===== src/rtl/controle_pc.sv =====
// controle_pc: program counter and fetch sequencing.
//
// Holds the PC that addresses instruction memory and picks the next PC from
// the control unit's Desvio/TypeJR/Halt outputs and the comparator's Cond.
// An IN instruction (Halt=1) stalls the PC until the operator presses a
// debounced push-button. The stage then issues a one-cycle InCommit so the
// register file can take the input value, and fetch resumes at PC+1.
//
// Ports:
//   clock      system clock, rising edge
//   reset      synchronous, active-low
//   Halt       current instruction is IN
//   Desvio     current instruction is jump / BEQ / BNE / JR
//   TypeJR     branch target comes from RegTarget
//   Cond       branch condition (driven to 1 upstream for unconditional jumps)
//   ImmTarget  immediate branch/jump target
//   RegTarget  register value for JR; the low ADDR_W bits are used
//   Confirm    raw asynchronous push-button, active-high
//   PC         current instruction address
//   WriteEn    register-write qualifier, ANDed with RegWrite
//   InCommit   one-cycle pulse while the IN data is written
//   Waiting    high while stalled for input
module controle_pc #(
    parameter int                ADDR_W     = 10,
    parameter int                DATA_W     = 32,
    parameter logic [ADDR_W-1:0] RESET_PC   = '0,
    parameter int                DEB_CYCLES = 4
) (
    input  logic              clock,
    input  logic              reset,
    input  logic              Halt,
    input  logic              Desvio,
    input  logic              TypeJR,
    input  logic              Cond,
    input  logic [ADDR_W-1:0] ImmTarget,
    input  logic [DATA_W-1:0] RegTarget,
    input  logic              Confirm,
    output logic [ADDR_W-1:0] PC,
    output logic              WriteEn,
    output logic              InCommit,
    output logic              Waiting
);

    localparam int CNT_W = (DEB_CYCLES > 1) ? $clog2(DEB_CYCLES) : 1;

    typedef enum logic [1:0] {
        RUN     = 2'd0,
        WAIT_IN = 2'd1,
        COMMIT  = 2'd2
    } state_t;

    state_t            state_q, state_d;
    logic [ADDR_W-1:0] pc_d;
    logic [ADDR_W-1:0] pc_inc;

    logic [1:0]        sync;
    logic [CNT_W-1:0]  cnt;
    logic              stable;
    logic              deb_done;
    logic              press;

    // Only the low ADDR_W bits of the JR source address instruction memory.
    logic unused_regtarget;
    assign unused_regtarget = ^RegTarget[DATA_W-1:ADDR_W];

    // ---------------- button conditioning ----------------
    assign deb_done = (cnt == CNT_W'(DEB_CYCLES - 1));
    // Press is the cycle on which the stable flag flips 0->1. A held button
    // cannot fire again until a debounced release returns stable to 0.
    assign press    = sync[1] & ~stable & deb_done;

    always_ff @(posedge clock) begin
        if (!reset) begin
            sync   <= '0;
            cnt    <= '0;
            stable <= 1'b0;
        end else begin
            sync <= {sync[0], Confirm};
            if (sync[1] != stable) begin
                if (deb_done) begin
                    stable <= ~stable;
                    cnt    <= '0;
                end else begin
                    cnt <= cnt + CNT_W'(1);
                end
            end else begin
                cnt <= '0;
            end
        end
    end

    // ---------------- fetch state machine ----------------
    assign pc_inc = PC + ADDR_W'(1);

    always_comb begin
        state_d = state_q;
        pc_d    = PC;
        WriteEn = 1'b0;
        case (state_q)
            RUN: begin
                if (Halt) begin
                    // Halt wins over a simultaneous Desvio.
                    state_d = WAIT_IN;
                end else begin
                    WriteEn = 1'b1;
                    if (Desvio && (TypeJR || Cond))
                        pc_d = TypeJR ? RegTarget[ADDR_W-1:0] : ImmTarget;
                    else
                        pc_d = pc_inc;
                end
            end
            WAIT_IN: begin
                // Only a press seen while already waiting releases the stall.
                if (press)
                    state_d = COMMIT;
            end
            COMMIT: begin
                WriteEn = 1'b1;
                pc_d    = pc_inc;
                state_d = RUN;
            end
            default: begin
                state_d = RUN;
            end
        endcase
    end

    always_ff @(posedge clock) begin
        if (!reset) begin
            state_q <= RUN;
            PC      <= RESET_PC;
        end else begin
            state_q <= state_d;
            PC      <= pc_d;
        end
    end

    // Both are straight decodes of the state register, so they are glitch-free.
    assign Waiting  = (state_q == WAIT_IN);
    assign InCommit = (state_q == COMMIT);

endmodule


===== config.mk =====
export PLATFORM = sky130hd
export DESIGN_NAME = controle_pc
export DESIGN_NICKNAME = d
export VERILOG_FILES = /design/src/rtl/controle_pc.sv
export SDC_FILE = /design/constraint.sdc
export NUM_CORES = 1
export LEC_CHECK = 0
export CAP_MARGIN = 30
export CORE_ASPECT_RATIO = 0.7
export CORE_UTILIZATION = 33
export DETAILED_ROUTE_END_ITERATION = 8
export PLACE_DENSITY = 0.81
export SETUP_SLACK_MARGIN = 0.02
export SYNTH_ARGS = -nofsm -noshare
export SYNTH_HDL_FRONTEND = slang
export SYNTH_SLANG_ARGS = --single-unit

===== constraint.sdc =====
create_clock -name clock -period 1.3 [get_ports clock]
set_input_delay 0.26 -clock clock [delete_from_list [all_inputs] [get_ports clock]]
set_output_delay 0.26 -clock clock [all_outputs]
set_load 0.05 [all_outputs]

Word-level counts from Yosys, hierarchy flattened
Cells that the tools add are included.
{"block": "op_classes", "mul": 0, "addsub": 2, "shifts": 0, "mux": 9, "eq_ne": 7, "n_bitwise": 5, "reduce_logical": 8, "n_div": 0, "order_cmp": 0}
{"cell": "2-to-1 mux 10 bit", "n": 3}
{"cell": "case mux 10 bit (2 select lines)", "n": 1}
{"cell": "adder 10 x 1 -> 10 bit, second input constant", "n": 1}
{"cell": "AND reduction 2 bit", "n": 3}
{"cell": "equality test 2 bit, second input constant", "n": 2}
{"cell": "2-to-1 mux 2 bit", "n": 2}
{"cell": "inequality test 2 bit, second input constant", "n": 2}
{"cell": "case mux 2 bit (2 select lines)", "n": 1}
{"cell": "NOT 1 bit", "n": 3}
{"cell": "OR reduction 3 bit", "n": 1}
{"cell": "adder 2 x 1 -> 2 bit, second input constant", "n": 1}
{"cell": "bitwise AND 1 bit", "n": 2}
{"cell": "equality test 2 x 1 -> 1 bit, second input constant", "n": 1}
{"cell": "logical NOT 2 bit", "n": 1}
{"cell": "inequality test 2 x 1 -> 1 bit, second input constant", "n": 1}
{"cell": "case mux 1 bit (2 select lines)", "n": 1}
{"cell": "nonzero test 2 bit", "n": 1}
{"cell": "logical AND 1 bit", "n": 1}
{"cell": "logical OR 1 bit", "n": 1}
{"cell": "2-to-1 mux 1 bit", "n": 1}
{"cell": "inequality test 1 bit", "n": 1}
{"block": "word_totals", "out_inout_bits": 13, "mem_bits_rw": 0, "latchBits": 0, "input_bits": 49, "romBits": 0, "regBits": 17, "memories": 0}

Depth between registers and ports, before layout
{"block": "logic_depth", "ltp_word": 5, "depth_mapped": 7, "depth_no_buf": 5}

Worst setup path before layout
No wires, ideal clock.
{"block": "synth_path", "kind": "register to register", "from": "register PC[0]", "to": "register PC[6]", "setup_slack_ps": -512, "setup_ps": 75, "t_required_ps": 1225, "t_arrival_ps": 1737, "stages_incl_launch_ff": 6, "cell_sequence": "dfxtp_1 > ha_1 > and3_1 > o21ai_0 > o32a_1 > o22ai_1"}
{"block": "synth_between", "elab_chain_cells": 4}
{"item": "from (decl)", "line": "38", "rtl": "output logic [ADDR_W-1:0] PC,"}
{"item": "from (signal assigned)", "line": "134", "rtl": "PC <= pc_d;"}
{"item": "adder 10 x 1 -> 10 bit *", "line": "93", "rtl": "assign pc_inc = PC + ADDR_W'(1);"}
{"item": "2-to-1 mux 10 bit", "line": "106", "rtl": "if (Desvio && (TypeJR || Cond))"}
{"item": "2-to-1 mux 10 bit", "line": "101", "rtl": "if (Halt) begin"}
{"item": "case mux 10 bit (2 select lines) *", "line": "99", "rtl": "case (state_q)"}
Mark *: on every way between the ends. The rest lies on a longest branch, timed or not. The select of a mux whose other input is x is not followed.
A chain may end at the register's enable or synchronous reset.

Worst setup path in the final report
{"block": "layout_path", "from": "register state_q[1]", "to": "output WriteEn"}
{"block": "layout_between", "elab_chain_cells": 2}
{"item": "from (decl)", "line": "52", "rtl": "state_t state_q, state_d;"}
{"item": "from (signal assigned)", "line": "133", "rtl": "state_q <= state_d;"}
{"item": "equality test 2 bit / logical NOT 2 bit (equally long branches)", "line": "99"}
{"item": "case mux 1 bit (2 select lines) *", "line": "99"}
{"item": "to (decl)", "line": "39", "rtl": "output logic WriteEn,"}
Mark *: on every way between the ends. The rest lies on a longest branch, timed or not.

==> results <==
==> flip-flops by register name, summed over array words and instances (netlist names) <==
register	flops
cnt	2
PC	10
state_q	2
stable	1
sync	2
==> cells in the mapped netlist (all sizes together) (2+ instances only) <==
| library cell | number |
|---|---|
| dfxtp | 17 |
| mux2i | 8 |
| nand2 | 8 |
| a21oi | 6 |
| nand3 | 6 |
| nor2 | 6 |
| o21ai | 6 |
| nor2b | 5 |
| buf | 4 |
| nor3 | 4 |
| o22ai | 4 |
| ha | 3 |
| inv | 3 |
| a31oi | 2 |
| a32o | 2 |
| and2 | 2 |
| and3 | 2 |
| and4 | 2 |
| clkbuf | 2 |
| mux2 | 2 |
| nor4 | 2 |
| nor4b | 2 |
| o31ai | 2 |
| or2 | 2 |
==> power breakdown <==
group          switching [mW]  internal [mW]  total [mW]  leakage, nW
registers              0.0298          0.542       0.572        0.145
logic                   0.272          0.296       0.567        0.645
clock network           0.203          0.218       0.421       0.0228
==> final cells by class <==
type | count | area, um^2
clock buffers | 4 | 45.0
fillers | 174 | 774
inverters | 3 | 15.0
multi-input cells | 91 | 828
flip-flops and latches | 17 | 365
well taps | 36 | 45.0
repair buffers | 71 | 790
==> layout by cell type (no fill, tap or decap), types with 2 or more instances in the layout <==
cell type	n
buf_4	23
clkdlybuf4s50_1	22
buf_12	13
buf_6	9
mux2i_1	8
dfxtp_1	7
nand2_1	6
dfxtp_4	5
dfxtp_2	5
dlygate4sd2_1	4
or2_4	3
o21ai_2	3
nand3_2	3
nor2_1	3
nor2b_1	3
nand3_1	3
a21oi_2	3
clkbuf_8	3
inv_1	2
nor2b_4	2
nor2_2	2
and3_4	2
o22ai_1	2
nor3_2	2
a21oi_4	2
o22ai_2	2
mux2_2	2
a31oi_1	2
o31ai_2	2
and2_1	2
o21ai_0	2
nor3_1	2
ha_1	2
==> path summary, 6_finish.rpt <==
| kind | slack [ps] | cells after the start | endpoint |
|---|---|---|---|
| setup / recovery | -160 | 4 | WriteEn |
| hold / removal | 430 | 1 | cnt[0] |
| setup reg to reg | -90 | 6 | PC[4] |
| hold reg to reg | 430 | 1 | cnt[0] |
==> worst max-delay path, stage by stage (launching register included) <==
cell,delay [ps]
dfxtp_4,370
nor2b_4,130
or2_4,160
clkinvlp_4,120
buf_12,160
==> logic make-up after synthesis <==
| family | Yosys count | share of synthesized area |
|---|---|---|
| AOI/OAI and AO/OA | 30 | 0.206 |
| and+or+nand+nor | 46 | 0.256 |
| muxes | 10 | 0.101 |
| buffers and inverters | 9 | 0.0566 |
| DFF | 17 | 0.335 |
| adders and majority gates | 3 | 0.0369 |
| xor gates and xnor gates | 1 | 0.00862 |
==> repair_timing <==
item                       CTS  global route
hold buffers                 0             0
setup endpoints to repair   13            14
pin swaps                   12             8
gates resized for setup     29            24
hold endpoints to repair     0             0
buffers inserted             2             2
cloned                       1             0
==> metal layers <==
layer	GRT usage	vias to the layer above	part of all wire
li1	-	581	-
met1	0.284	619	0.38
met2	0.454	82	0.49
met3	0.0401	21	0.083
met4	0.194	0	0.044
met5	0	-	0
==> through the flow <==
stage | hold WS (ps) | TNS, ps | std cells | power [mW]
6_report | 429 | -545 | 222 | 1.56
5_1_grt | 455 | -757 | 222 | 1.61
4_1_cts | 430 | -267 | 221 | 1.49
3_5_place_dp | 422 | -5460 | 214 | 1.07
3_3_place_gp | 413 | -4690 | 214 | 1.05
2_1_floorplan | 387 | -814 | 116 | 0.793
==> out/qor.yml <==
setup_viol: 10
synthToLayoutAreaGrowth_pct: 106
antennaDiodeCount: 0
async_reset_ff_frac: 0
max_clock_freq_mhz: 684
violations: "negative setup slack"
cap_violations: 0
rsz0062_at_grt: "true"
ys_ff_latch: 17
io_buffers: 39
nets: 239
status: "finished, violations left"
grt_usage: 0.264
wl_mm: 4.26
wl_per_cell_um: 19.2
hp-class: "flip-flop to flip-flop"
synthesis.nets: 168
clock_latency_ps: 260
hold_violations: 0
first_pass_iters: 4
drive_gt1_frac: 0.548
arrival_ps: 1200
clk_path_buf_depth: 2
cts_tree: "built"
avgSynthCellArea_um2: 8.76
grt_max_degree: 10
place.gp.congestion: 0.882
drtIter0Drc: 69
finalCritPeriodShare: 1.12
cp.required_ps: 1040
route.detailed.drc: 0
cts_root_buf: "clkbuf_8"
yosysTopAreaCell: "dfxtp_1"
finish.utilization: 0.729
synth_cell_types: 42
grt_pass1_wl_mm: 6.45
crit_fanout: 3
synthCells: 116
rows: 16
start_util: 0.355
path_class: "flip-flop to primary output"
ir_drop_uv: 403
core-area_um2: 2860
cellLeakagePower_nw: 0.813
period_minus_slack_ps: 1460
die-area_um2: 3310
design_area_um2: 2090
antenna_found_initial: 0
num_io_pins: 62
cts_buffers: 3
slew_viol_final: 0
ys_seq_area_frac: 0.335
dpl_cell_area_um2: 1810
fin_skew_ps: 5.45
hpwl_mm: 2.66
startpoint: "state_q[1]"
cts_max_level: 1
worstMarginPinSlew_ps: 338
grt-ovfl-total: 0
synth_area_leaders: "dfxtp_1 33%, mux2i_1 7.9%, ha_1 3.7%, buf_6 3.3%, nor2b_1 3.1%"
yosys_warnings: 0
dr_total_vias: 1303
grt_pass1_vias: 1430
clk_pin_slew_ps: 70
fp.dieH_um: 48.4
fp.dieW_um: 68.3
postRouteAntennaNets: 0
min_from: "cnt[0]"
p_per_area_nw_per_um2: 747
post-place-ws_ps: -545
finalWorstSetupSlack_ps: -161
synthFlopType: "dfxtp_1"
worstSetupStartpointType: "flip-flop"
relSlewSlack: 0.774
synth-edff-count: 0
netlist_area_um2: 1020
yosysTopAreaCellShare: 0.335
critPathCaptureType: "primary output"
crit-reg2reg-launch: "state_q[1]"
avgViaCountPerCell: 5.87
cts.sinks: 17
(Power assumes the default switching activity.)
==> RTL change 1 (config.mk and constraints unchanged) <==
Change the parameter `DEB_CYCLES` from 4 to 8.
--- a/src/rtl/controle_pc.sv
+++ b/src/rtl/controle_pc.sv
@@ -25,5 +25,5 @@
     parameter int                DATA_W     = 32,
     parameter logic [ADDR_W-1:0] RESET_PC   = '0,
-    parameter int                DEB_CYCLES = 4
+    parameter int                DEB_CYCLES = 8
 ) (
     input  logic              clock,
Function: changed (Yosys sat finds a counterexample within 10 cycles, from zero or initial values and one cycle with reset low).
==> RTL change 1 against the original RTL <==
  * The run ends with DRC, setup timing left
  * Cell area is 0.24% lower
  * Setup slack better by 11 ps
  * Synthesized area is 7.1% higher
  * First-iteration DRC count is 120% higher
  * Power is 3.9% higher
  * Sequential cell count is 1 higher
  * Routed wire length is 3.3% higher
  * Critical path type is now input port to register
  * Largest power group unchanged
==> RTL change 1: results (changes against the original RTL) <==
Status
  – Outcome: complete, but fails checks
  – Failing checks: DRC, setup timing

Worst setup path
  – R2r worst-path depth: 4 (-2)
  – Worst setup path end: PC[7]
  – Crit path max fanout: 1 (-2)
  – CP startpoint: RegTarget[7]
  – R2R Setup Slk: -70 ps (+20 ps)
  – CP required: 1450 ps (+410 ps)
  – Crit Reg-Reg Endpoint: PC[8]
  – Worst path max stage delay: 420 ps (+50 ps)
  – R2R Path Start: PC[7]
  – Slowest CP cell: clkdlybuf4s50_1

Placed design
  – Dpl hpwl: 2640 um (-0.68%)
  – Worst Setup Slack post-DPL: -574 ps (-29.5 ps)
  – IO Port Bufs: 39 (unchanged)
  – GP Congestion: 0.895 (+1.5%)

Hold path
  – Worst hold-check path type: register to register

STA
  – Layout Skew: 3.17 ps (-2.28 ps)
  – Setup ws final: -150 ps (+11.4 ps)
  – Worst-margin pin slew: 272 ps (-66.2 ps)
  – Final setup fails: 11 (+1)

Logic synthesis
  – Sequential area share after synthesis: 0.331 (-0.00394)
  – Synth Warn #: 0 (unchanged)
  – Mux share of post-synthesis cell area: 0.0874 (-0.0136)
  – Compound-Gate Fraction of Synth Area: 0.202 (-0.00337)
  – Adder-cell share of the synthesized area: 0.0460 (+0.00903)
  – Xor and xnor area share after synthesis: 0.00805 (-0.000575)
  – Unique masters post-synth: 46 (+9.5%)
  – Synth top cells by count: 18 x dfxtp_1, 10 x a21oi_1, 7 x nand3_1, 7 x nor3_1
  – Syn Nets: 174 (+3.6%)
  – Largest cells by area after synthesis: dfxtp_1 33%, a21oi_1 4.6%, ha_1 4.6%
  – Synth async-reset ratio: 0 (unchanged)

Routing
  – Via-per-instance ratio: 5.75 (-2.0%)
  – DRC viols: 4 (+4)
  – 1st-pass router iterations: 6 (+2)
  – Drt wl/cell: 19.1 um (-0.28%)
  – 1st-iter DRT viols: 155 (+120%)

Cells and area
  – Diodes inserted: 0 (unchanged)
  – Biggest regs: PC (10), cnt (3)
  – Share of cells above drive strength 1: 0.500 (-0.0484)
  – Fillcell total: 222 (+28%)
  – Final nets: 246 (+2.9%)

Global routing
  – First-pass GRT wire length: 6560 um (+1.7%)
  – Vias in the first global route: 1,358 (-5.0%)
  – Largest net degree at the start of global routing: 11 (+1)
  – Initial antenna violation count: 0 (unchanged)
  – Gr usage total: 0.243 (-0.0217)

Power
  – IR drop worst, VDD: 0.629 mV (+56%)
  – Lkg Pwr: 0.817 nW (+0.57%)

Clock tree
  – Worst skew pair latency: around 270 ps
  – Clock Root Buffer: clkbuf_8
  – CTS Buffer Depth: 2 (unchanged)
  – CTS buffer count: 3 (unchanged)
  – CTS clk-pin slew, worst paths: 70 ps (about the same)
  – Max H-tree Level: 1 (unchanged)
RTL change 1: changes by cell type after synthesis, sizes merged, moves of 3 or more:
cell   change
a21oi      +5
nor3       +3
o21ai      -3
o221a      +3
mux2i      -3
RTL change 1: cells by family after synthesis:
| family | Yosys count |
|---|---|
| multiplexers | 9 |
| XOR/XNOR | 1 |
| buffers and inverters | 10 |
| AND/OR/NAND/NOR | 48 |
| AO/OA/AOI/OAI | 31 |
| adder cells (fa/ha/maj) | 4 |
| flip-flops | 18 |
RTL change 1: how the worst min path moves through the flow:
| stage | from | to | slack, ps | cells after the start |
|---|---|---|---|---|
| after floorplan | Confirm | sync[0] | 390 | 1 |
| after global placement | cnt[0] | cnt[0] | 410 | 1 |
| after detailed placement | sync[0] | sync[1] | 430 | 1 |
| after CTS | Halt | state_q[0] | 440 | 3 |
| after global routing | cnt[0] | cnt[0] | 460 | 1 |
| final | cnt[0] | cnt[0] | 440 | 1 |
RTL change 1: layer usage:
metal | routed length (um) | share of wire | up-vias | track usage
met3 | 259 | 0.059 | 16 | 0.0573
met5 | 0 | 0 | - | 0
met4 | 161 | 0.037 | 0 | 0.147
met2 | 2230 | 0.51 | 65 | 0.403
met1 | 1750 | 0.40 | 641 | 0.287
li1 | - | - | 601 | -
RTL change 1: timing repair:
action,4_1_cts,5_1_grt
cloned,1,0
pin swaps,3,3
setup buffers,6,1
resized for setup,21,15
hold endpoints to repair,0,0
setup endpoints to repair,15,15
RTL change 1: final cells by class:
cell class	instances	area (um^2)	area share
inverter	5	33.8	0.0162
sequential	18	395	0.190
tap	38	47.5	0.0228
multi-input combinational	94	776	0.372
clock buffer	4	55.1	0.0264
timing repair buffer	71	776	0.372
RTL change 1: power by group:
part | internal, W | leakage, nW | switching [W] | total (W)
clock network | 0.000270 | 0.0288 | 0.000209 | 0.000479
logic | 0.000287 | 0.634 | 0.000257 | 0.000544
registers | 0.000571 | 0.155 | 0.0000279 | 0.000599
RTL change 1: metrics by stage:
| stage | cell area (um^2) | setup TNS, ps | hold slack, ps | cells | util |
|---|---|---|---|---|---|
| after floorplan | 1150 | -90.8 | 387 | 121 | - |
| after global placement | 1850 | -4670 | 414 | 218 | 0.587 |
| after detailed placement | 1850 | -5620 | 431 | 218 | 0.587 |
| after CTS | 2020 | -271 | 438 | 229 | 0.642 |
| after global routing | 2080 | -1100 | 460 | 230 | 0.662 |
| final | 2080 | -579 | 439 | 230 | 0.662 |
RTL change 1: worst max-delay path, delay by kind of cell:
kind / cells / cell delay (ps)
muxes: 1 / 310
buffers and inverters: 1 / 420
and+or+nand+nor: 1 / 240
AOI/OAI and AO/OA: 2 / 370
==> RTL change 2 (same settings) <==
Without the edit above. The 3 states of `state_t` get a one-hot encoding in 3 bits.
--- a/src/rtl/controle_pc.sv
+++ b/src/rtl/controle_pc.sv
@@ -44,8 +44,8 @@
     localparam int CNT_W = (DEB_CYCLES > 1) ? $clog2(DEB_CYCLES) : 1;
 
-    typedef enum logic [1:0] {
-        RUN     = 2'd0,
-        WAIT_IN = 2'd1,
-        COMMIT  = 2'd2
+    typedef enum logic [2:0] {
+        RUN     = 3'b001,
+        WAIT_IN = 3'b010,
+        COMMIT  = 3'b100
     } state_t;
 
Formal check against the unedited RTL: same outputs for any inputs over 10 cycles, from zero or initial values and one cycle with reset low; not proved beyond that.
==> RTL change 2 against the original RTL <==
  * The run ends with DRC, setup timing left
  * Routed wire length fell by 7.7%
  * Power rose by 4.2%
  * Cell area rose by 3.7%
  * Clock power rose by 11%
  * Non-clock buffer count did not move
  * Fmax fell by 6.4%
  * Setup slack got worse by 100 ps
  * Sequential cell count rose by 1
  * Synthesized area rose by 8.9%
  * Highest routed layer unchanged
==> RTL change 2: results (changes against the original RTL) <==
Status
  – Outcome: complete, but fails checks
  – Failing checks: DRC, setup timing

Cells and area
  – Fillcell total: 235 (+35%)
  – Final nets: 255 (+6.7%)
  – Non-clock buffer share: 0.376 (-0.00199)
  – Share of cells above drive strength 1: 0.426 (-0.123)
  – Seq. cell area: 389 um^2 (+6.5%)
  – Comb_multi_in: 105 (+15%)

Worst setup path
  – Crit-path leading delay family: buffers and inverters
  – Worst path max stage delay: 320 ps (-50 ps)
  – R2r worst-path depth: 5 (-1)
  – Slowest CP cell: dfxtp_2
  – Crit path max fanout: 4 (+1)

STA
  – Final setup fails: 13 (+3)
  – Setup ws final: -261 ps (-99.6 ps)
  – Slew Limit Headroom: 0.717 (-0.0573)
  – Layout Skew: 7.90 ps (+2.45 ps)
  – Sum Neg Setup Slack: -2060 ps (-1520 ps)

Power
  – Clk pwr: 0.000468 W (+11%)
  – Switching share of power: 0.302 (-0.0216)
  – Lkg Pwr: 0.841 nW (+3.5%)

Routing
  – Drt wl/cell: 16.4 um (-15%)
  – Via-per-instance ratio: 5.64 (-4.0%)
  – DRC viols: 4 (+4)
  – 1st-pass router iterations: 7 (+3)

Logic synthesis
  – Adder-cell share of the synthesized area: 0.0339 (-0.00301)
  – Compound-Gate Fraction of Synth Area: 0.264 (+0.0579)
  – Syn Nets: 183 (+8.9%)

Global routing
  – First-pass GRT wire length: 5980 um (-7.3%)
  – Gr usage total: 0.215 (-0.0490)
  – Vias in the first global route: 1,322 (-7.6%)
  – Largest net degree at the start of global routing: 11 (+1)

Floorplan
  – Row count: 17 (+1)

Placed design
  – Worst Setup Slack post-DPL: -457 ps (+88.1 ps)
## RTL change 2: changes by cell type in the layout (fill, tap and decap cells not counted), sizes merged, moves of 3 or more
cell           change
dlygate4sd2        -3
clkdlybuf4s50      +3
nand2b             +4
nor2               -3
or2                -3
o21ai              +3
a21oi             +10
nand4              +3
## RTL change 2: how the worst min path moves through the flow
stage	from	to	slack (ps)
3_5_place_dp	sync[0]	sync[1]	420
4_1_cts	sync[0]	sync[1]	430
3_3_place_gp	cnt[0]	cnt[0]	410
2_1_floorplan	Confirm	sync[0]	390
6_report	sync[0]	sync[1]	430
5_1_grt	cnt[0]	cnt[0]	450
## RTL change 2: per-layer routing
layer	vias to the layer above	track usage	routed length, um
met5	-	0	0
met2	79	0.400	1980
met4	0	0.0500	16
li1	639	-	-
met3	2	0.0341	323
met1	633	0.261	1610
## RTL change 2: what timing repair did
action                                  4_1_cts  5_1_grt
setup buffers                                10        2
gates resized for setup                      22        5
pin swaps                                     8        5
endpoints found under the setup margin       14       14
gates cloned                                  0        1
